==> src/rtl/unidade_controle_quiz.sv <==
// Quiz control unit: Moore FSM with question, attempt, timeout and score registers.
// Optional macro BONUS_RAPIDO_EN: fast correct answers add 2 points instead of 1.
module unidade_controle_quiz #(
    parameter int N_PERGUNTAS    = 8,
    parameter int NB             = 4,
    parameter int TIMEOUT_CICLOS = 5000,
    parameter int MAX_TENTATIVAS = 2,
    localparam int AW  = (N_PERGUNTAS > 2) ? $clog2(N_PERGUNTAS) : 1,
    localparam int SW  = $clog2(2 * N_PERGUNTAS + 1),
    localparam int TW  = $clog2(TIMEOUT_CICLOS),
    localparam int TAW = $clog2(MAX_TENTATIVAS + 1)
) (
    input  logic          clock,
    input  logic          reset,
    input  logic          iniciar,
    input  logic [NB-1:0] jogada,
    input  logic [NB-1:0] resposta_certa,
    output logic [AW-1:0] endereco,
    output logic [SW-1:0] score,
    output logic          acertou,
    output logic          errou,
    output logic          timeout,
    output logic          pronto,
    output logic [3:0]    db_estado
);

    typedef enum logic [3:0] {
        ST_INICIAL  = 4'h0,
        ST_PREPARA  = 4'h1,
        ST_AGUARDA  = 4'h5,
        ST_REGISTRA = 4'h6,
        ST_COMPARA  = 4'h7,
        ST_ACERTOU  = 4'h8,
        ST_ERROU    = 4'h9,
        ST_PROXIMA  = 4'hA,
        ST_FIM      = 4'hB,
        ST_SOLTA    = 4'hC,
        ST_TIMEOUT  = 4'hD
    } estado_t;

    localparam int SMAX = 2 * N_PERGUNTAS;

    estado_t       state_q, state_d;
    logic [AW-1:0] endereco_q, endereco_d;
    logic [SW-1:0] score_q, score_d;
    logic [TAW-1:0] tentativas_q, tentativas_d;
    logic [TW-1:0] timer_q, timer_d;
    logic [NB-1:0] jogada_reg_q, jogada_reg_d;
    logic          avanca_q, avanca_d;
    logic [SW:0]   soma;
    logic [TAW-1:0] tent_inc;
    logic [1:0]    incremento;

`ifdef BONUS_RAPIDO_EN
    logic rapido_q, rapido_d;
    assign incremento = rapido_q ? 2'd2 : 2'd1;
`else
    assign incremento = 2'd1;
`endif

    // Score sum is one bit wider so saturation can be detected.
    assign soma     = {1'b0, score_q} + (SW+1)'(incremento);
    assign tent_inc = tentativas_q + 1'b1;

    always_comb begin
        state_d      = state_q;
        endereco_d   = endereco_q;
        score_d      = score_q;
        tentativas_d = tentativas_q;
        timer_d      = '0;
        jogada_reg_d = jogada_reg_q;
        avanca_d     = avanca_q;
`ifdef BONUS_RAPIDO_EN
        rapido_d     = rapido_q;
`endif
        case (state_q)
            ST_INICIAL, ST_FIM, ST_TIMEOUT: begin
                if (iniciar) begin
                    state_d      = ST_PREPARA;
                    endereco_d   = '0;
                    score_d      = '0;
                    tentativas_d = '0;
                end
            end
            ST_PREPARA: begin
                endereco_d   = '0;
                score_d      = '0;
                tentativas_d = '0;
                state_d      = ST_AGUARDA;
            end
            ST_AGUARDA: begin
                if (jogada != '0) begin
                    state_d = ST_REGISTRA;
`ifdef BONUS_RAPIDO_EN
                    rapido_d = (timer_q < TW'(TIMEOUT_CICLOS / 2));
`endif
                end else if (timer_q == TW'(TIMEOUT_CICLOS - 1)) begin
                    state_d = ST_TIMEOUT;
                end else begin
                    timer_d = timer_q + 1'b1;
                end
            end
            ST_REGISTRA: begin
                jogada_reg_d = jogada;
                state_d      = ST_COMPARA;
            end
            ST_COMPARA: begin
                if (jogada_reg_q == resposta_certa)
                    state_d = ST_ACERTOU;
                else
                    state_d = ST_ERROU;
            end
            ST_ACERTOU: begin
                if (soma > (SW+1)'(SMAX))
                    score_d = SW'(SMAX);
                else
                    score_d = soma[SW-1:0];
                avanca_d = 1'b1;
                state_d  = ST_SOLTA;
            end
            ST_ERROU: begin
                tentativas_d = tent_inc;
                avanca_d     = (tent_inc == TAW'(MAX_TENTATIVAS));
                state_d      = ST_SOLTA;
            end
            ST_SOLTA: begin
                if (jogada == '0)
                    state_d = avanca_q ? ST_PROXIMA : ST_AGUARDA;
            end
            ST_PROXIMA: begin
                if (endereco_q == AW'(N_PERGUNTAS - 1)) begin
                    state_d = ST_FIM;
                end else begin
                    endereco_d   = endereco_q + 1'b1;
                    tentativas_d = '0;
                    state_d      = ST_AGUARDA;
                end
            end
            default: state_d = ST_INICIAL;
        endcase
    end

    always_ff @(posedge clock) begin
        if (reset) begin
            state_q      <= ST_INICIAL;
            endereco_q   <= '0;
            score_q      <= '0;
            tentativas_q <= '0;
            timer_q      <= '0;
            jogada_reg_q <= '0;
            avanca_q     <= 1'b0;
`ifdef BONUS_RAPIDO_EN
            rapido_q     <= 1'b0;
`endif
        end else begin
            state_q      <= state_d;
            endereco_q   <= endereco_d;
            score_q      <= score_d;
            tentativas_q <= tentativas_d;
            timer_q      <= timer_d;
            jogada_reg_q <= jogada_reg_d;
            avanca_q     <= avanca_d;
`ifdef BONUS_RAPIDO_EN
            rapido_q     <= rapido_d;
`endif
        end
    end

    assign endereco  = endereco_q;
    assign score     = score_q;
    assign acertou   = (state_q == ST_ACERTOU);
    assign errou     = (state_q == ST_ERROU);
    assign timeout   = (state_q == ST_TIMEOUT);
    assign pronto    = (state_q == ST_FIM) || (state_q == ST_TIMEOUT);
    assign db_estado = state_q;

endmodule

==> config.mk <==
export PLATFORM = sky130hd
export DESIGN_NAME = unidade_controle_quiz
export DESIGN_NICKNAME = d
export VERILOG_FILES = /design/src/rtl/unidade_controle_quiz.sv
export SDC_FILE = /design/constraint.sdc
export NUM_CORES = 1
export LEC_CHECK = 0
export CELL_PAD_IN_SITES_DETAIL_PLACEMENT = 2
export CELL_PAD_IN_SITES_GLOBAL_PLACEMENT = 2
export CORE_ASPECT_RATIO = 1.75
export CORE_MARGIN = 2
export CORE_UTILIZATION = 30
export CTS_BUF_LIST = sky130_fd_sc_hd__clkbuf_8
export CTS_CLUSTER_SIZE = 8
export DETAILED_ROUTE_END_ITERATION = 16
export PLACE_DENSITY = 0.75
export RECOVER_POWER = 25
export SLEW_MARGIN = 20
export SYNTH_ARGS = -nofsm -noshare
export SYNTH_HDL_FRONTEND = slang
export SYNTH_SLANG_ARGS = --single-unit
==> constraint.sdc <==
create_clock -name clock -period 1.5 [get_ports clock]
set_input_delay 0.3 -clock clock [delete_from_list [all_inputs] [get_ports clock]]
set_output_delay 0.3 -clock clock [all_outputs]
set_load 0.05 [all_outputs]
==> results of run 1 <==
## synthesized netlist by cell type (all sizes together), types with 2 or more instances
cell / n / area share
or3: 2 / 0.0091
a31oi: 3 / 0.0097
nor3: 4 / 0.010
a21oi: 13 / 0.034
and3: 5 / 0.016
or3b: 2 / 0.0091
and4b: 2 / 0.010
and2: 4 / 0.013
inv: 6 / 0.012
buf: 9 / 0.024
o211ai: 2 / 0.0078
a32oi: 5 / 0.023
o22a: 3 / 0.014
a211oi: 2 / 0.010
nor2b: 3 / 0.0097
o21a: 2 / 0.0084
nand4: 8 / 0.026
nor2: 29 / 0.069
and4: 2 / 0.0097
a21o: 2 / 0.0078
or2: 3 / 0.0097
ha: 6 / 0.039
nor4: 3 / 0.0097
a311oi: 2 / 0.0091
nand2: 15 / 0.030
o31ai: 3 / 0.012
xnor2: 4 / 0.018
xor2: 11 / 0.050
dfxtp: 32 / 0.33
clkbuf: 6 / 0.012
nand2b: 7 / 0.023
nand3: 3 / 0.0078
o21ai: 12 / 0.031
nand3b: 2 / 0.0078
## placed cells by master, fill, tap and decap left out, drive strengths merged, types with 6 or more instances in the layout
master | synthesis | final
o21ai | 12 | 12
nand2 | 15 | 16
ha | 6 | 6
clkbuf | 6 | 8
xor2 | 11 | 11
nand2b | 7 | 7
nand4 | 8 | 8
a21oi | 13 | 13
dfxtp | 32 | 32
buf | 9 | 85
nor2 | 29 | 29
## kinds of logic after synthesis
family          Yosys count
compound gates           56
xor+xnor                 15
fa+ha+maj                 6
buf+inv                  21
flops                    32
mux                       1
simple gates            101
## layer usage
metal / share of wire / wire length, µm
met3: 0.020 / 203
met2: 0.56 / 5610
met4: 0.045 / 449
met5: 0 / 0
met1: 0.38 / 3770
## sequential cells by signal, indices dropped and copies added, names as in the netlist
register and flops:
endereco 3, tentativas_q 2, score 5, db_estado 4, jogada_reg_q 4, avanca_q 1
timer_q 13
## metrics by stage
step	total power [W]	setup TNS (ns)	cells	instance area [µm²]
global route	0.00257	-6.64	402	3400
finish	0.00250	-5.25	402	3400
global placement	0.00139	-9.79	375	2860
detailed placement	0.00140	-11.32	375	2860
floorplan	0.00115	-2.00	232	2020
CTS	0.00240	-2.46	394	3250
## final cells by class
class,count,area [µm²]
clock buffer,7,96.3
clock inverter,1,30.0
fill,621,2830
inverter,6,26.3
multi-input combinational,180,1510
sequential,32,667
tap,80,100
timing repair buffer,96,972
## critical path, cell delays in order (launching register included)
cell and delay, ns:
sky130_fd_sc_hd__dfxtp_4 0.38, sky130_fd_sc_hd__buf_6 0.13, sky130_fd_sc_hd__nor2_4 0.13, sky130_fd_sc_hd__buf_6 0.12
sky130_fd_sc_hd__nand4_1 0.25, sky130_fd_sc_hd__o211ai_1 0.28, sky130_fd_sc_hd__buf_4 0.18, sky130_fd_sc_hd__a32oi_2 0.06
sky130_fd_sc_hd__nor2_1 0.23
## power groups by stage
stage | logic, W | clock network (W) | registers [W]
2_1_floorplan | 0.000216 | 0 | 0.000932
3_3_place_gp | 0.000488 | 0 | 0.000902
3_5_place_dp | 0.000501 | 0 | 0.000903
4_1_cts | 0.000577 | 0.000944 | 0.000876
5_1_grt | 0.000687 | 0.000997 | 0.000885
6_report | 0.000659 | 0.000957 | 0.000885
## what timing repair did
action / CTS / global route
endpoints found under the setup margin: 32 / 32
gates cloned: 1 / 0
gates resized for setup: 46 / 24
pin swaps: 22 / 6
buffers inserted: 10 / 8
## path summary, 6_finish.rpt
kind | from | endpoint | slack (ns) | cells after the start
hold / removal | jogada[1] | jogada_reg_q[1] | 0.41 | 3
setup reg to reg | db_estado[1] | db_estado[2] | -0.36 | 8
setup / recovery | db_estado[1] | db_estado[2] | -0.36 | 8
hold reg to reg | jogada_reg_q[1] | jogada_reg_q[1] | 0.51 | 2
==> summary by stage, run 1 <==
Global routing
The initial antenna violation count is 0. The first global-routing pass estimated 13.2 mm of wire. The met3 usage in global routing is 0.0345.

After global routing the overflow that remains totals 0. The global-route total usage across every layer is 0.248. The via count of the first global-routing pass is 2484. For met1 alone, demand over resource in global routing was 0.245. met2 is the most crowded layer. The pin count of the biggest net entering global routing is 15.

For this run, global-route usage on met2 was measured as 0.489.

Critical path
The critical path is of the flop to flop type. The data arrival at the endpoint of the critical path is 2.06 ns. The required time at the endpoint of the critical path is 1.70 ns. The kind of start point of the critical path is a flop. The critical path capture point type is a flop. The biggest fanout along the worst timing path is 8.

Floorplanning
The vertical die dimension is 110 µm. 27 I/O pins were placed. The initialized floorplan defines 38 standard-cell rows. The die covers 0.00712 mm². The total area inside the core boundary comes to 0.00623 mm². From left edge to right edge, the die measures 64.6 µm. The initial utilization of the core area, before any placement, comes to 0.310.

Synthesis
The post-synthesis async set-or-reset flop share is 0. The area fraction in compound gates after synthesis is 0.199. Of the total synthesized cell area, the portion taken by full adders, half adders and majority gates is 0.0389. The synthesized flop and latch total is 32. The main combinational cell family by area after synthesis is simple AND/OR/NAND/NOR gates.

Of the total synthesized cell area, the portion taken by AND, OR, NAND and NOR gates is 0.309. Summing every instance area after synthesis gives 0.00193 mm². The count of distinct cell types in the synthesized netlist is 60.

Synthesis produced a netlist with a net count of 249. Of the total synthesized cell area, the portion taken by XOR and XNOR cells is 0.0680. Yosys mapped a number of flops with a built-in enable equal to 0. The Yosys step of the flow raised 0 warnings.

The most frequently used flop master after synthesis is sky130_fd_sc_hd__dfxtp_1. After synthesis, the share of cell area in mux cells is 0.00583. Averaged over all synthesized cells, the footprint is 8.32 µm². For this run, the register share of the synthesized area comes to 0.332. The gate count after technology mapping is 232.

Cells and area
The repair_antennas step left the layout with diodes totalling 0. The utilization of the core after routing is 0.545. The final layout net count is 338.

Relative to the synthesized area, the layout overhead comes to 76.0%. Of the cells placed in the final design, the portion with a size suffix greater than 1 is 0.506.

Pwr
The power dissipated by switching net loads is 0.000753 W. The share of total power dissipated in sequential elements is 0.354. The largest voltage drop on the vdd net is 0.704 mV. The share of total power dissipated in the clock network is 0.383.

The standby leakage power is 1.30 nW. The internal power of the cells totals 0.00175 W. The share of total power dissipated in combinational logic is 0.263.

The switching fraction of total power is 0.301. For this design the ratio of total power to cell area is 736 mW/mm².

Flow run
The reported max-cap violation count is 0.

Timing
Across all hold checks on the routed design, the worst slack comes to 0.414 ns. The count of endpoints failing setup in the final report is 31. At the pin with the least slew margin, the transition time is 0.463 ns.

The total count of hold-check failures in the final report is 0. The worst slew margin relative to its limit is 0.689. Setup repair after global routing could not meet its margin everywhere.

The max-slew violation total from the final report is 0. Dividing the final minimum period by the clock period gives 1.24. Derived from the worst setup path, the maximum achievable clock frequency is 0.537 GHz. Across all setup checks in the final design, the least slack found is -0.361 ns. Across the routed clock network, the largest skew measured is 0.00790 ns. The minimum clock period after layout is 1.86 ns.

Routing
After detailed routing, the number of vias per cell comes to 5.53. Wires add up to 10.0 mm. The number of optimization iterations in the first detailed-route pass is 4. The total via count after detailed routing is 2223. After detailed routing, the number of remaining DRC violations is 0. Once detail routing completed, the nets flagged for antenna violations numbered 0. The final routed wire length divided by cell count is 25.0 µm.

The number of design-rule violations left by the first detailed-router iteration is 63.

Placement
The final weighted congestion in routability-driven placement is 0.798. The post-place setup slack is -0.503 ns. The placed wire-length estimate after detailed placement is 5.37 mm.

The number of I/O port buffers is 26.

Status
The run finished, with violations left. The checks that failed: setup timing.

Clock tree
The buffer depth of the longest clock path is 2. The number of buffers added to fix hold violations after cts is 0. The clock tree from TritonCTS is built.

The number of clock sinks is 32. At the later pin of the worst-skew pair, clock insertion delay measures 0.30 ns. The clock transition at the registers of the reported paths is 0.08 ns. In this run the clock root is driven by a sky130_fd_sc_hd__clkbuf_8.

TritonCTS created 5 clock buffers. CTS built an H-tree with a depth of 2.

Worst hold path
In this run the worst hold path is classified as primary input to flop.
Note: power is estimated with default switching activity, not from simulation.
==> run 2: changes to the inputs <==
--- a/config.mk
+++ b/config.mk
@@ -9,11 +9,11 @@
 export CELL_PAD_IN_SITES_GLOBAL_PLACEMENT = 2
 export CORE_ASPECT_RATIO = 1.75
 export CORE_MARGIN = 2
-export CORE_UTILIZATION = 30
+export CORE_UTILIZATION = 36
 export CTS_BUF_LIST = sky130_fd_sc_hd__clkbuf_8
 export CTS_CLUSTER_SIZE = 8
 export DETAILED_ROUTE_END_ITERATION = 16
-export PLACE_DENSITY = 0.75
+export PLACE_DENSITY = 0.85
 export RECOVER_POWER = 25
 export SLEW_MARGIN = 20
 export SYNTH_ARGS = -nofsm -noshare
==> constraint.sdc (replaced) <==
create_clock -name clock -period 2.15 [get_ports clock]
set_input_delay 0.43 -clock clock [delete_from_list [all_inputs] [get_ports clock]]
set_output_delay 0.43 -clock clock [all_outputs]
set_load 0.05 [all_outputs]
==> run 2 against run 1 <==
The flow now finishes without violations. Cell count decreased by 20%. Non-clock buffer count decreased by 53. Sequential share of layout area rose by 6.1 points. Critical endpoint is now pronto.
==> summary by stage, run 2 (synthesis gave the netlist of run 1 again) <==
Global routing
The via count of the first global-routing pass is 2111 (-15%). The global-route total usage across every layer is 0.233 (-0.0153). The overflow left after global routing was 0 (unchanged). The initial antenna violation count is 0 (unchanged). The pin count of the biggest net entering global routing is 18 (+3). The wire length of the first global-routing pass is 10.3 mm (-22%).

Clock tree
The clock transition at the registers of the reported paths is 0.07 ns (about the same). The number of CTS-inserted buffers is 5 (unchanged). The master cell of the clock root buffer is sky130_fd_sc_hd__clkbuf_8. The source-to-sink clock delay at the later pin of the worst-skew pair is 0.30 ns (about the same). The buffer depth of the longest clock path came to 2 (unchanged). The number of gates resized after CTS is 0 (-100%). The maximum level of the CTS H-tree is 2 (unchanged). The number of buffers added to fix hold violations after cts was 0 (unchanged). The post-CTS setup buffer count came to 0 (-10). The clock tree from TritonCTS is built. The number of clock sinks is 32 (unchanged).

Cells and area
The antenna diode instance count was 0 (unchanged). The share of cells above drive strength 1 is 0.187 (-0.320). The final layout net count is 284 (-16%). The flip-flop count of the largest register after layout is 13 (unchanged).

The total non-filler cell area in the finished layout came to 0.00250 mm² (-27%). Leaving out fill and tap cells, the most frequent cell in the layout is sky130_fd_sc_hd__dfxtp_1. The utilization of the core after routing is 0.479 (-0.0664). In the layout the commonest cells are sky130_fd_sc_hd__dfxtp_1, sky130_fd_sc_hd__nor2_1, sky130_fd_sc_hd__clkdlybuf4s50_1. The relative area change from synthesis to final layout is 29.3%. The top register by number of flip-flops is timer_q. The number of inserted filler cells in the final layout is 569 (-8.4%).

Timing
The count of endpoints failing setup in the final report is 0 (-100%). Static timing analysis puts the maximum clock frequency at 0.497 GHz. The share of the clock period used by the worst path after layout is 0.937.

The worst slew margin relative to its limit is 0.596 (-0.0926). The total count of hold-check failures in the final report was 0 (unchanged). The post-route worst setup slack is 0.136 ns (+0.497 ns).

The max-slew violation total from the final report came to 0 (unchanged). Setup repair after global routing left no endpoint under its margin. Counting I/O delays and the setup requirement, the final critical path takes 2.01 ns. The actual slew at the worst max-slew pin came to 0.609 ns (+0.146 ns). The largest clock skew in the final design is 0.00767 ns (-0.000231 ns).

The final setup TNS is 0 ns (+5.25 ns).

Critical path
The kind of start point of the critical path is a flop. The required time at the endpoint of the critical path is 1.72 ns (+0.02 ns). The cell family contributing the most delay on the critical path is flip-flops. Traced cell by cell, the critical path runs through and4b_1, or2_2, buf_12. The critical path capture point type is a primary output.

The startpoint-to-endpoint class of the critical path is flop to primary output. The number of buffers and inverters on the critical path was 1 (-2). The biggest fanout along the worst timing path is 10 (+2). The data arrival at the endpoint of the critical path is 1.58 ns (-0.48 ns).

The cell with the largest stage delay on the worst path is sky130_fd_sc_hd__dfxtp_1. The largest incremental delay on the critical path is 0.57 ns (+0.19 ns).

Routing
The number of optimization iterations in the first detailed-route pass was 4 (unchanged). The number of design rule violations left after detail routing is 0 (unchanged). The post-route antenna net violation count was 0 (unchanged). The final routed wire length divided by cell count is 19.4 µm (-22%).

The number of design-rule violations left by the first detailed-router iteration is 63 (unchanged). The via density per instance is 5.92 (+7.0%). The total wirelength of the detailed-routed design is 6.25 mm (-38%).

The total via count after detailed routing was 1912 (-14%).

Placement
The placed wire-length estimate after detailed placement is 4.58 mm (-15%). The post-place setup slack is -0.0305 ns (+0.472 ns). The cell area after placement is 0.00240 mm² (-16%). The number of I/O port buffers came to 26 (unchanged). The final weighted congestion in routability-driven placement came to 0.817 (+2.4%).

Floorplanning
The starting density of the core is 0.370 (+0.0605). The floorplan row count is 35 (-7.9%). The core outline area is 0.00521 mm² (-16%). The I/O pin total was 27 (unchanged). The die outline width is 59.4 µm (-8.2%). The vertical die dimension came to 101 µm (-8.4%). The overall die area is 0.00599 mm² (-16%).

Worst hold path
The path category of the worst min-delay check is flop to flop.

Flow run
The reported max-cap violation count is 0 (unchanged).

Status
The run finished with clean final reports.

Pwr
The standby leakage power is 0.922 nW (-29%). The largest voltage drop on the vdd net is 0.550 mV (-22%). The power density over the cells was 625 mW/mm² (-15%).
## run 2: final cells by class
cell class | instances | area [µm²] | area share
Multi-Input combinational cell | 179 | 1210 | 0.485
Inverter | 6 | 22.5 | 0.00902
Clock buffer | 7 | 96.3 | 0.0386
Tap cell | 55 | 68.8 | 0.0276
Clock inverter | 1 | 30.0 | 0.0120
Sequential cell | 32 | 642 | 0.257
Timing Repair Buffer | 43 | 427 | 0.171
## run 2: power breakdown
part | switching, W | total (W) | internal [W] | leakage, nW
Sequential | 0.0000308 | 0.000633 | 0.000602 | 0.258
Clock | 0.000245 | 0.000654 | 0.000409 | 0.0645
Combinational | 0.000158 | 0.000274 | 0.000116 | 0.599
## run 2: layer usage
metal | global-route usage | share of wire | wire [µm] | vias to the layer above
li1 | - | - | - | 908
met1 | 0.218 | 0.35 | 2200 | 955
met2 | 0.446 | 0.59 | 3680 | 34
met3 | 0.0436 | 0.020 | 128 | 15
met4 | 0.126 | 0.038 | 239 | 0
met5 | 0 | 0 | 0 | -
## run 2: path summary, 6_finish.rpt
check                   from               to  slack [ns]  depth (start not counted)
min reg2reg  tentativas_q[1]  tentativas_q[1]        0.48                          2
min          tentativas_q[1]  tentativas_q[1]        0.48                          2
max             db_estado[2]           pronto        0.14                          3
max reg2reg     db_estado[1]         score[0]        0.21                          6
## run 2: per-stage QoR
stage	power, W	instances	hold WS (ns)
finish	0.00156	323	0.480
floorplan	0.000798	232	0.423
detailed placement	0.000924	315	0.471
CTS	0.00160	323	0.482
global placement	0.000913	315	0.436
global route	0.00162	323	0.520
## run 2: worst min-delay path, cell delays in order (launching register included)
cell and delay (ns):
sky130_fd_sc_hd__dfxtp_1 0.32, sky130_fd_sc_hd__nand4_1 0.07, sky130_fd_sc_hd__a21oi_1 0.05
==> run 3: changes to the inputs <==
--- a/config.mk
+++ b/config.mk
@@ -19,3 +19,4 @@
 export SYNTH_ARGS = -nofsm -noshare
 export SYNTH_HDL_FRONTEND = slang
 export SYNTH_SLANG_ARGS = --single-unit
+export TNS_END_PERCENT = 20
==> run 3 against run 2 <==
Total power decreased by 6.2%. Clock-buffer cell count fell by 2. Flip-flop and latch count did not move. Critical path depth increased by 1. Largest power group is now registers. Critical path type unchanged.
==> summary by stage, run 3 (synthesis gave the netlist of run 1 again) <==
Pwr
The clock network power share is 0.398 (-0.021). The standby leakage power is 0.890 nW (-3.4%). The power after layout is 0.00146 W (-6.2%). The switching fraction of total power is 0.288 (+0.0105). The power density over the cells is 602 mW/mm² (-3.6%). The share of power burned in registers is 0.420 (+0.014). The power dissipated by switching net loads is 0.000422 W (-2.7%).

The largest voltage drop on the vdd net is 0.364 mV (-34%). The share of power burned in combinational logic is 0.183 (+0.007). The internal power contribution is 0.00104 W (-7.6%).

Global routing
The wire length of the first global-routing pass is 10.3 mm (+0.60%). The via count of the first global-routing pass was 2093 (-0.85%). The pin count of the biggest net entering global routing is 19 (+1). The global-route total usage across every layer is 0.226 (-0.00740). The initial antenna violation count is 0 (unchanged). The overflow left after global routing is 0 (unchanged).

Critical path
The required time at the endpoint of the critical path is 1.72 ns (about the same). STA classifies the critical path endpoint as a primary output. The biggest fanout along the worst timing path is 7 (-3). The data arrival at the endpoint of the critical path came to 1.58 ns (about the same). The worst setup path is launched from a flop.

The startpoint-to-endpoint class of the critical path is flop to primary output.

Timing
The max-slew violation total from the final report was 0 (unchanged). The count of endpoints failing setup in the final report is 0 (unchanged). The post-route worst setup slack was 0.138 ns (+0.00207 ns). The largest clock skew in the final design is 0.00263 ns (-0.00504 ns). Setup repair after global routing left no endpoint under its margin. The total count of hold-check failures in the final report is 0 (unchanged). The final-layout worst hold slack is 0.458 ns (-0.0218 ns).

The worst slew margin relative to its limit is 0.599 (+0.00343). The maximum operating frequency came to 0.497 GHz (+0.10%). The share of the clock period used by the worst path after layout is 0.936 (-0.000961). The actual slew at the worst max-slew pin was 0.603 ns (-0.00516 ns).

The minimum clock period after layout is 2.01 ns (-0.00207 ns).

Routing
The number of optimization iterations in the first detailed-route pass was 4 (unchanged). The total via count after detailed routing is 1894 (-0.94%). The number of design rule violations left after detail routing came to 0 (unchanged).

The via density per instance came to 5.92 (about the same). The final routed wire length divided by cell count came to 18.9 µm (-2.5%). The number of design-rule violations left by the first detailed-router iteration is 55 (-13%). The post-route antenna net violation count is 0 (unchanged). The total wirelength of the detailed-routed design is 6.04 mm (-3.4%).

Clock tree
The post-CTS setup buffer count is 0 (unchanged). The maximum level of the CTS H-tree came to 2 (unchanged). The clock transition at the registers of the reported paths is 0.07 ns (about the same). The number of buffers added to fix hold violations after cts is 0 (unchanged). The source-to-sink clock delay at the later pin of the worst-skew pair came to 0.28 ns (-0.02 ns). The tree is rooted in a sky130_fd_sc_hd__clkbuf_8. The buffer depth of the longest clock path is 2 (unchanged). The number of gates resized after CTS was 0 (unchanged). The number of clock sinks is 32 (unchanged). The number of CTS-inserted buffers is 5 (unchanged).

TritonCTS built the clock tree.

Floorplanning
The vertical die dimension came to 101 µm (unchanged). The die outline width is 59.4 µm (unchanged). The core outline area is 0.00521 mm² (unchanged). The starting density of the core is 0.370 (unchanged). The floorplan row count came to 35 (unchanged). The overall die area was 0.00599 mm² (unchanged). The I/O pin total is 27 (unchanged).

Placement
The placed wire-length estimate after detailed placement is 4.36 mm (-4.8%). The number of I/O port buffers is 26 (unchanged). The post-place setup slack is 0.00290 ns (+0.0334 ns). The final weighted congestion in routability-driven placement is 0.784 (-4.1%).

Cells and area
The final layout net count came to 281 (-1.1%). The share of cells above drive strength 1 is 0.174 (-0.0130). Counting flops per register, the top entry is timer_q. Leaving out fill and tap cells, the most frequent cells in the layout are sky130_fd_sc_hd__dfxtp_1, sky130_fd_sc_hd__nor2_1, sky130_fd_sc_hd__clkdlybuf4s50_1.

The antenna diode instance count is 0 (unchanged). The most common cell after layout, fill and taps aside is sky130_fd_sc_hd__dfxtp_1. The utilization of the core after routing is 0.466 (-0.0127).

The area growth from synthesis to layout is 25.9%. The flip-flop count of the largest register after layout came to 13 (unchanged).

Flow run
The reported max-cap violation count is 0 (unchanged).

Status
The flow ran to the end, and the final reports show no timing, DRC or antenna violations.

Worst hold path
The worst hold path belongs to the class flop to flop.
==> run 3: path summary, 6_finish.rpt <==
kind | from | to | slack (ns) | cells past startpoint
setup / recovery | db_estado[1] | pronto | 0.14 | 4
hold reg to reg | timer_q[0] | timer_q[0] | 0.46 | 1
hold / removal | timer_q[0] | timer_q[0] | 0.46 | 1
setup reg to reg | timer_q[7] | db_estado[2] | 0.19 | 6
==> run 3: layout make-up <==
cell class | instances | area, µm²
fillers | 575 | 2780
multi-input cells | 179 | 1200
flip-flops and latches | 32 | 642
repair buffers | 40 | 382
clock buffers | 5 | 68.8
well taps | 55 | 68.8
clock inverters | 3 | 42.5
inverters | 6 | 22.5
==> run 3: power by group through the flow <==
stage | Combinational, W | Clock [W] | Sequential [W]
finish | 0.000268 | 0.000582 | 0.000614
global route | 0.000290 | 0.000632 | 0.000617
CTS | 0.000295 | 0.000601 | 0.000618
detailed placement | 0.000282 | 0 | 0.000632
global placement | 0.000278 | 0 | 0.000631
floorplan | 0.000145 | 0 | 0.000651
==> run 3: metal layers <==
| metal | wire (µm) | GRT usage |
|---|---|---|
| met1 | 2280 | 0.248 |
| met2 | 3450 | 0.413 |
| met3 | 128 | 0.0295 |
| met4 | 181 | 0.0979 |
| met5 | 0 | 0 |
==> run 3: worst max-delay path: stages (launching register included) <==
cell and delay, ns:
sky130_fd_sc_hd__dfxtp_1 0.42, sky130_fd_sc_hd__and4b_1 0.24, sky130_fd_sc_hd__buf_4 0.17, sky130_fd_sc_hd__or2_2 0.32, sky130_fd_sc_hd__buf_12 0.16
==> run 3: metrics by stage <==
| stage | area, µm² | TNS [ns] | std cells |
|---|---|---|---|
| detailed placement | 2370 | 0 | 312 |
| global placement | 2370 | 0 | 312 |
| global route | 2430 | 0 | 320 |
| CTS | 2480 | 0 | 320 |
| finish | 2430 | 0 | 320 |
| floorplan | 1940 | -0.348 | 232 |
==> variant 1 (settings of run 1) <==
Build with the macro `BONUS_RAPIDO_EN` defined.
--- a/src/rtl/unidade_controle_quiz.sv
+++ b/src/rtl/unidade_controle_quiz.sv
@@ -2,2 +2,4 @@
 // Optional macro BONUS_RAPIDO_EN: fast correct answers add 2 points instead of 1.
+`define BONUS_RAPIDO_EN
+
 module unidade_controle_quiz #(
Check against the original RTL: not equivalent (a bounded check fails within 10 cycles, from zero or initial values and one cycle with reset high).
==> variant 1 against run 1 <==
The run still ends with setup timing left; highest routed layer unchanged; clock power shrank 18%; final area grew 8.8%; wire length grew 20%; total power grew 16%; synthesized area grew 2.3%; fmax shrank 17%; clock skew grew 0.0030 ns; worst hold slack lost 0.12 ns; worst setup slack lost 0.38 ns; critical path depth grew 1; sequential cell count grew 1; combinational power grew 76%; core utilization grew 2.8 points; first-iteration DRC count grew 37%.
==> variant 1: results (changes against run 1) <==
Parameter                              Value

Worst setup path
  Library cell contributing the largest single delay on the critical path ... fa_2 (was dfxtp_4)
  Top fanout value on the critical path ... 3 (was 8)
  Slowest cell delay on critical path ... 0.55 ns (was 0.38 ns)
  Worst r2r src ... rapido_q$_SDFFE_PP0P_ (was db_estado[1]$_SDFFE_PP0P_)
  CP arrival ... 2.45 ns (was 2.06 ns)

Timing
  Remaining max-slew budget at the tightest pin ... 55.8% (was 68.9%)
  Setup slack of the critical path after layout ... -0.745 ns (was -0.361 ns)
  Post-route clock skew ... 0.0109 ns (was 0.00790 ns)
  Setup-failing EPs final ... 34 (was 31)

Global routing
  Vias in the first global route ... 2630 (was 2484)
  Overall routing resource usage ... 28.0% (was 24.8%)

Hold path
  Launch instance of the worst min-delay path ... jogada[0] (was jogada[1])

Routing
  Vias after detailed routing ... 2409 (was 2223)
  Violation count after the first detailed-routing iteration ... 86 (was 63)
  WL final ... 12000 µm (was 10000 µm)
  Per-cell routed wire length ... 28.3 µm (was 25.0 µm)

Final layout
  Nets ... 361 (was 338)
  Proportion of layout cells with a drive suffix above 1 ... 60.2% (was 50.6%)
  Fillers ... 633 (was 621)

Synthesis
  Library cells used by synthesis ... 61 (was 60)
  Portion of netlist area occupied by mux cells ... 0.507% (was 0.583%)
  Area fraction in compound gates after synthesis ... 19.1% (was 19.9%)
  Avg Synthesized Cell Area ... 8.41 µm² (was 8.32 µm²)
  Ranking of synthesized cells by area ... dfxtp_1 33%, nor2_1 4.7%, xor2_1 4.4% (was dfxtp_1 33%, xor2_1 5.0%, ha_1 3.9%)
  Parity-gate share of the synthesized area counting xor and xnor cells ... 7.98% (was 6.80%)

Status
  Outcome ... finished, violations left (unchanged)
  Failing checks ... setup timing (unchanged)

Power and ir drop
  Maximum vdd ir drop ... 0.683 mV (was 0.704 mV)
  Leak pwr ... 0.00143 µW (was 0.00130 µW)

Placement
  RePlAce Congestion ... 0.817 (was 0.798)
  Half-perimeter wire length after detailed placement ... 5630 µm (was 5370 µm)
==> variant 1: cell count changes in the layout (fill, tap and decap cells not counted), sizes merged, moves of 4 or more <==
cell   before  now
inv         5   14
nand4       8    4
xnor2       4    8
buf        85  102
and2b       0    4
==> variant 1: worst paths after layout <==
path	depth (start not counted)	endpoint	slack, ns
max	9	score[1]$_SDFFE_PP0P_	-0.74
min	3	jogada_reg_q[0]$_SDFFE_PP0P_	0.29
max reg2reg	9	score[1]$_SDFFE_PP0P_	-0.74
min reg2reg	2	jogada_reg_q[1]$_SDFFE_PP0P_	0.53
==> variant 1: cell type report <==
type	count	area share, %
sequential	33	18.9
tap	82	2.78
clock buffer	6	2.23
timing repair buffer	109	30.2
inverter	15	1.62
multi-input combinational	179	43.9
clock inverter	2	0.372
==> variant 1: cells by family after synthesis <==
| group | count (synthesis) |
|---|---|
| adder cells (fa/ha/maj) | 7 |
| flip-flops | 33 |
| multiplexers | 1 |
| XOR/XNOR | 18 |
| buffers and inverters | 24 |
| AND/OR/NAND/NOR | 98 |
| AO/OA/AOI/OAI | 54 |
==> variant 1: what timing repair did <==
item | CTS | global route
setup endpoints to repair | 32 | 36
gates resized for setup | 54 | 55
pin swaps | 28 | 28
setup buffers | 11 | 12
cloned | 1 | 0
==> variant 1: per-stage QoR <==
| step | area [µm²] | TNS [ns] |
|---|---|---|
| 6_report | 3700 | -9.56 |
| 5_1_grt | 3700 | -11.18 |
| 4_1_cts | 3400 | -6.21 |
| 3_5_place_dp | 3060 | -18.02 |
| 3_3_place_gp | 3060 | -16.41 |
| 2_1_floorplan | 2130 | -5.84 |
==> variant 1: routing by layer <==
layer  vias to the layer above  global-route usage, %  part of all wire, %
met1                      1223                   26.9                   35
met3                        41                   4.95                  3.2
met4                         0                   13.8                  5.1
li1                       1051                      -                    -
met2                        94                   54.4                   57
met5                         -                      0                    0
==> variant 1: power by group through the flow <==
stage          clock [µW]  combinational (µW)  sequential, µW
6_report              788                1160             950
5_1_grt               831                1200             952
4_1_cts               775                 885             938
3_5_place_dp            0                 733             953
3_3_place_gp            0                 709             953
2_1_floorplan           0                 320            1010
==> variant 1: tightest hold or removal path, cell delays in order <==
cell	delay (ns)
buf_2	0.13
nand2_1	0.07
a21oi_1	0.06
==> variant 2 (settings of run 1) <==
Made on the original files. Add an input register stage for `iniciar`, `jogada` and `resposta_certa`, with the module's reset; this delays them by one clock.
--- a/src/rtl/unidade_controle_quiz.sv
+++ b/src/rtl/unidade_controle_quiz.sv
@@ -42,2 +42,18 @@
 
+    logic iniciar_q;
+    logic [NB-1:0] jogada_q;
+    logic [NB-1:0] resposta_certa_q;
+
+    always_ff @(posedge clock) begin
+        if (reset) begin
+            iniciar_q        <= '0;
+            jogada_q         <= '0;
+            resposta_certa_q <= '0;
+        end else begin
+            iniciar_q        <= iniciar;
+            jogada_q         <= jogada;
+            resposta_certa_q <= resposta_certa;
+        end
+    end
+
     estado_t       state_q, state_d;
@@ -77,3 +93,3 @@
             ST_INICIAL, ST_FIM, ST_TIMEOUT: begin
-                if (iniciar) begin
+                if (iniciar_q) begin
                     state_d      = ST_PREPARA;
@@ -91,3 +107,3 @@
             ST_AGUARDA: begin
-                if (jogada != '0) begin
+                if (jogada_q != '0) begin
                     state_d = ST_REGISTRA;
@@ -103,3 +119,3 @@
             ST_REGISTRA: begin
-                jogada_reg_d = jogada;
+                jogada_reg_d = jogada_q;
                 state_d      = ST_COMPARA;
@@ -107,3 +123,3 @@
             ST_COMPARA: begin
-                if (jogada_reg_q == resposta_certa)
+                if (jogada_reg_q == resposta_certa_q)
                     state_d = ST_ACERTOU;
@@ -126,3 +142,3 @@
             ST_SOLTA: begin
-                if (jogada == '0)
+                if (jogada_q == '0)
                     state_d = avanca_q ? ST_PROXIMA : ST_AGUARDA;
Check against the original RTL: not equivalent (Yosys sat finds a counterexample within 4 cycles, from zero or initial values and one cycle with reset high).
==> variant 2 against run 1 <==
The run still ends with setup timing left; sequential cell count up 9; worst setup slack better by 0.017 ns; wire length up 16%; non-clock buffer count up 11; first-iteration DRC count up 48%; synthesized area up 8.7%; final area up 12%.
Power is not compared: it rests on default switching activity, and its combinational part moved more than twofold at a synthesized area within 25%.
==> variant 2: results (changes against run 1) <==
Parameter                              Value

Status
  Outcome ... finished, violations left (unchanged)
  Failing checks ... setup timing (unchanged)

Routing
  WL final ... 11600 µm (was 10000 µm)
  Violation count after the first detailed-routing iteration ... 93 (was 63)
  Vias after detailed routing ... 2375 (was 2223)

Hold path
  WHS Path Cells ... 2 (was 3)

Worst setup path
  Slowest cell delay on critical path ... 0.44 ns (was 0.38 ns)
  Top fanout value on the critical path ... 5 (was 8)
  Number of cells on the worst reg-to-reg path ... 6 (was 8)
  Critical path launch point ... timer_q[1]$_SDFF_PP0_ (was db_estado[1]$_SDFFE_PP0P_)
  Library cell contributing the largest single delay on the critical path ... or4_4 (was dfxtp_4)

Placement
  Placed cell areas ... 0.00313 mm² (was 0.00286 mm²)
  Dpl cells ... 394 (was 375)
  Pre-CTS setup slack ... -0.255 ns (was -0.503 ns)
  RePlAce Congestion ... 0.758 (was 0.798)

Timing
  Post-route clock skew ... 0.0201 ns (was 0.00790 ns)
  Setup slack of the critical path after layout ... -0.344 ns (was -0.361 ns)
  Setup TNS ... -7.30 ns (was -5.25 ns)
  Setup-failing EPs final ... 38 (was 31)
  Remaining max-slew budget at the tightest pin ... 61.1% (was 68.9%)

Global routing
  Overall routing resource usage ... 26.7% (was 24.8%)
  Global-route wire length before repair ... 14900 µm (was 13200 µm)

Synthesis
  Most used standard cells in the synthesized netlist ... 41 x dfxtp_1, 32 x nor2_1, 12 x nor2b_1, 12 x xor2_1, 11 x nand2_1 (was 32 x dfxtp_1, 19 x nor2_1, 14 x nand2_1)
  Library cells used by synthesis ... 56 (was 60)
  Ranking of synthesized cells by area ... dfxtp_1 39%, nor2_1 5.7%, xor2_1 5.0% (was dfxtp_1 33%, xor2_1 5.0%, ha_1 3.9%)
  Sequential cell area fraction in the yosys report ... 39.1% (was 33.2%)
  Synth Net Count ... 259 (was 249)
  Post-synthesis instance total ... 242 (was 232)

CTS
  Worst skew pair latency ... 0.34 ns (was 0.30 ns)
  Clock transition time at the flip-flop clock pins of the worst setup and hold paths ... 0.10 ns (was 0.08 ns)

Final layout
  Nets ... 359 (was 338)
  FF/Latch Area ... 858 µm² (was 667 µm²)
  Fillers ... 671 (was 621)
  Proportion of layout cells with a drive suffix above 1 ... 53.1% (was 50.6%)
-- variant 2: how the worst min path moves through the flow --
stage / startpoint / end / slack (ns)
6_report: jogada[1] / jogada_q[1]$_SDFF_PP0_ / 0.52
5_1_grt: jogada[1] / jogada_q[1]$_SDFF_PP0_ / 0.51
2_1_floorplan: timer_q[0]$_SDFF_PP0_ / timer_q[0]$_SDFF_PP0_ / 0.42
4_1_cts: tentativas_q[1]$_SDFFE_PP0P_ / tentativas_q[1]$_SDFFE_PP0P_ / 0.52
3_5_place_dp: tentativas_q[1]$_SDFFE_PP0P_ / tentativas_q[1]$_SDFFE_PP0P_ / 0.48
3_3_place_gp: tentativas_q[1]$_SDFFE_PP0P_ / tentativas_q[1]$_SDFFE_PP0P_ / 0.47
-- variant 2: cell families after synthesis --
kind of cell               synth area share (%)
buffers and inverters                      4.59
DFF                                        39.1
xor gates and xnor gates                   6.67
muxes                                      2.44
AOI/OAI and AO/OA                          16.4
adders and majority gates                  3.58
and+or+nand+nor                            27.2
-- variant 2: repair_timing --
item | 4_1_cts | 5_1_grt
pin swaps | 31 | 24
endpoints found under the hold margin | 0 | 0
setup buffers | 14 | 14
setup endpoints to repair | 32 | 36
gates resized for setup | 43 | 47
-- variant 2: layout make-up --
type                       count  area share [%]
clock buffer                   5            1.82
tap                           84            2.77
sequential                    41            22.6
inverter                       9            1.16
clock inverter                 3           0.528
multi-input combinational    178            41.3
timing repair buffer         107            29.7
-- variant 2: routing by layer --
metal / global-route usage, % / part of all wire (%)
met1: 24.7 / 33
met2: 53.6 / 59
met3: 4.33 / 2.5
met4: 11.6 / 5.5
met5: 0 / 0
-- variant 2: report_power, final --
group	leakage [µW]	switching, µW	internal, µW
Sequential	0.000342	92.1	1150
Clock	0.0000489	482	332
Combinational	0.00107	1230	1140
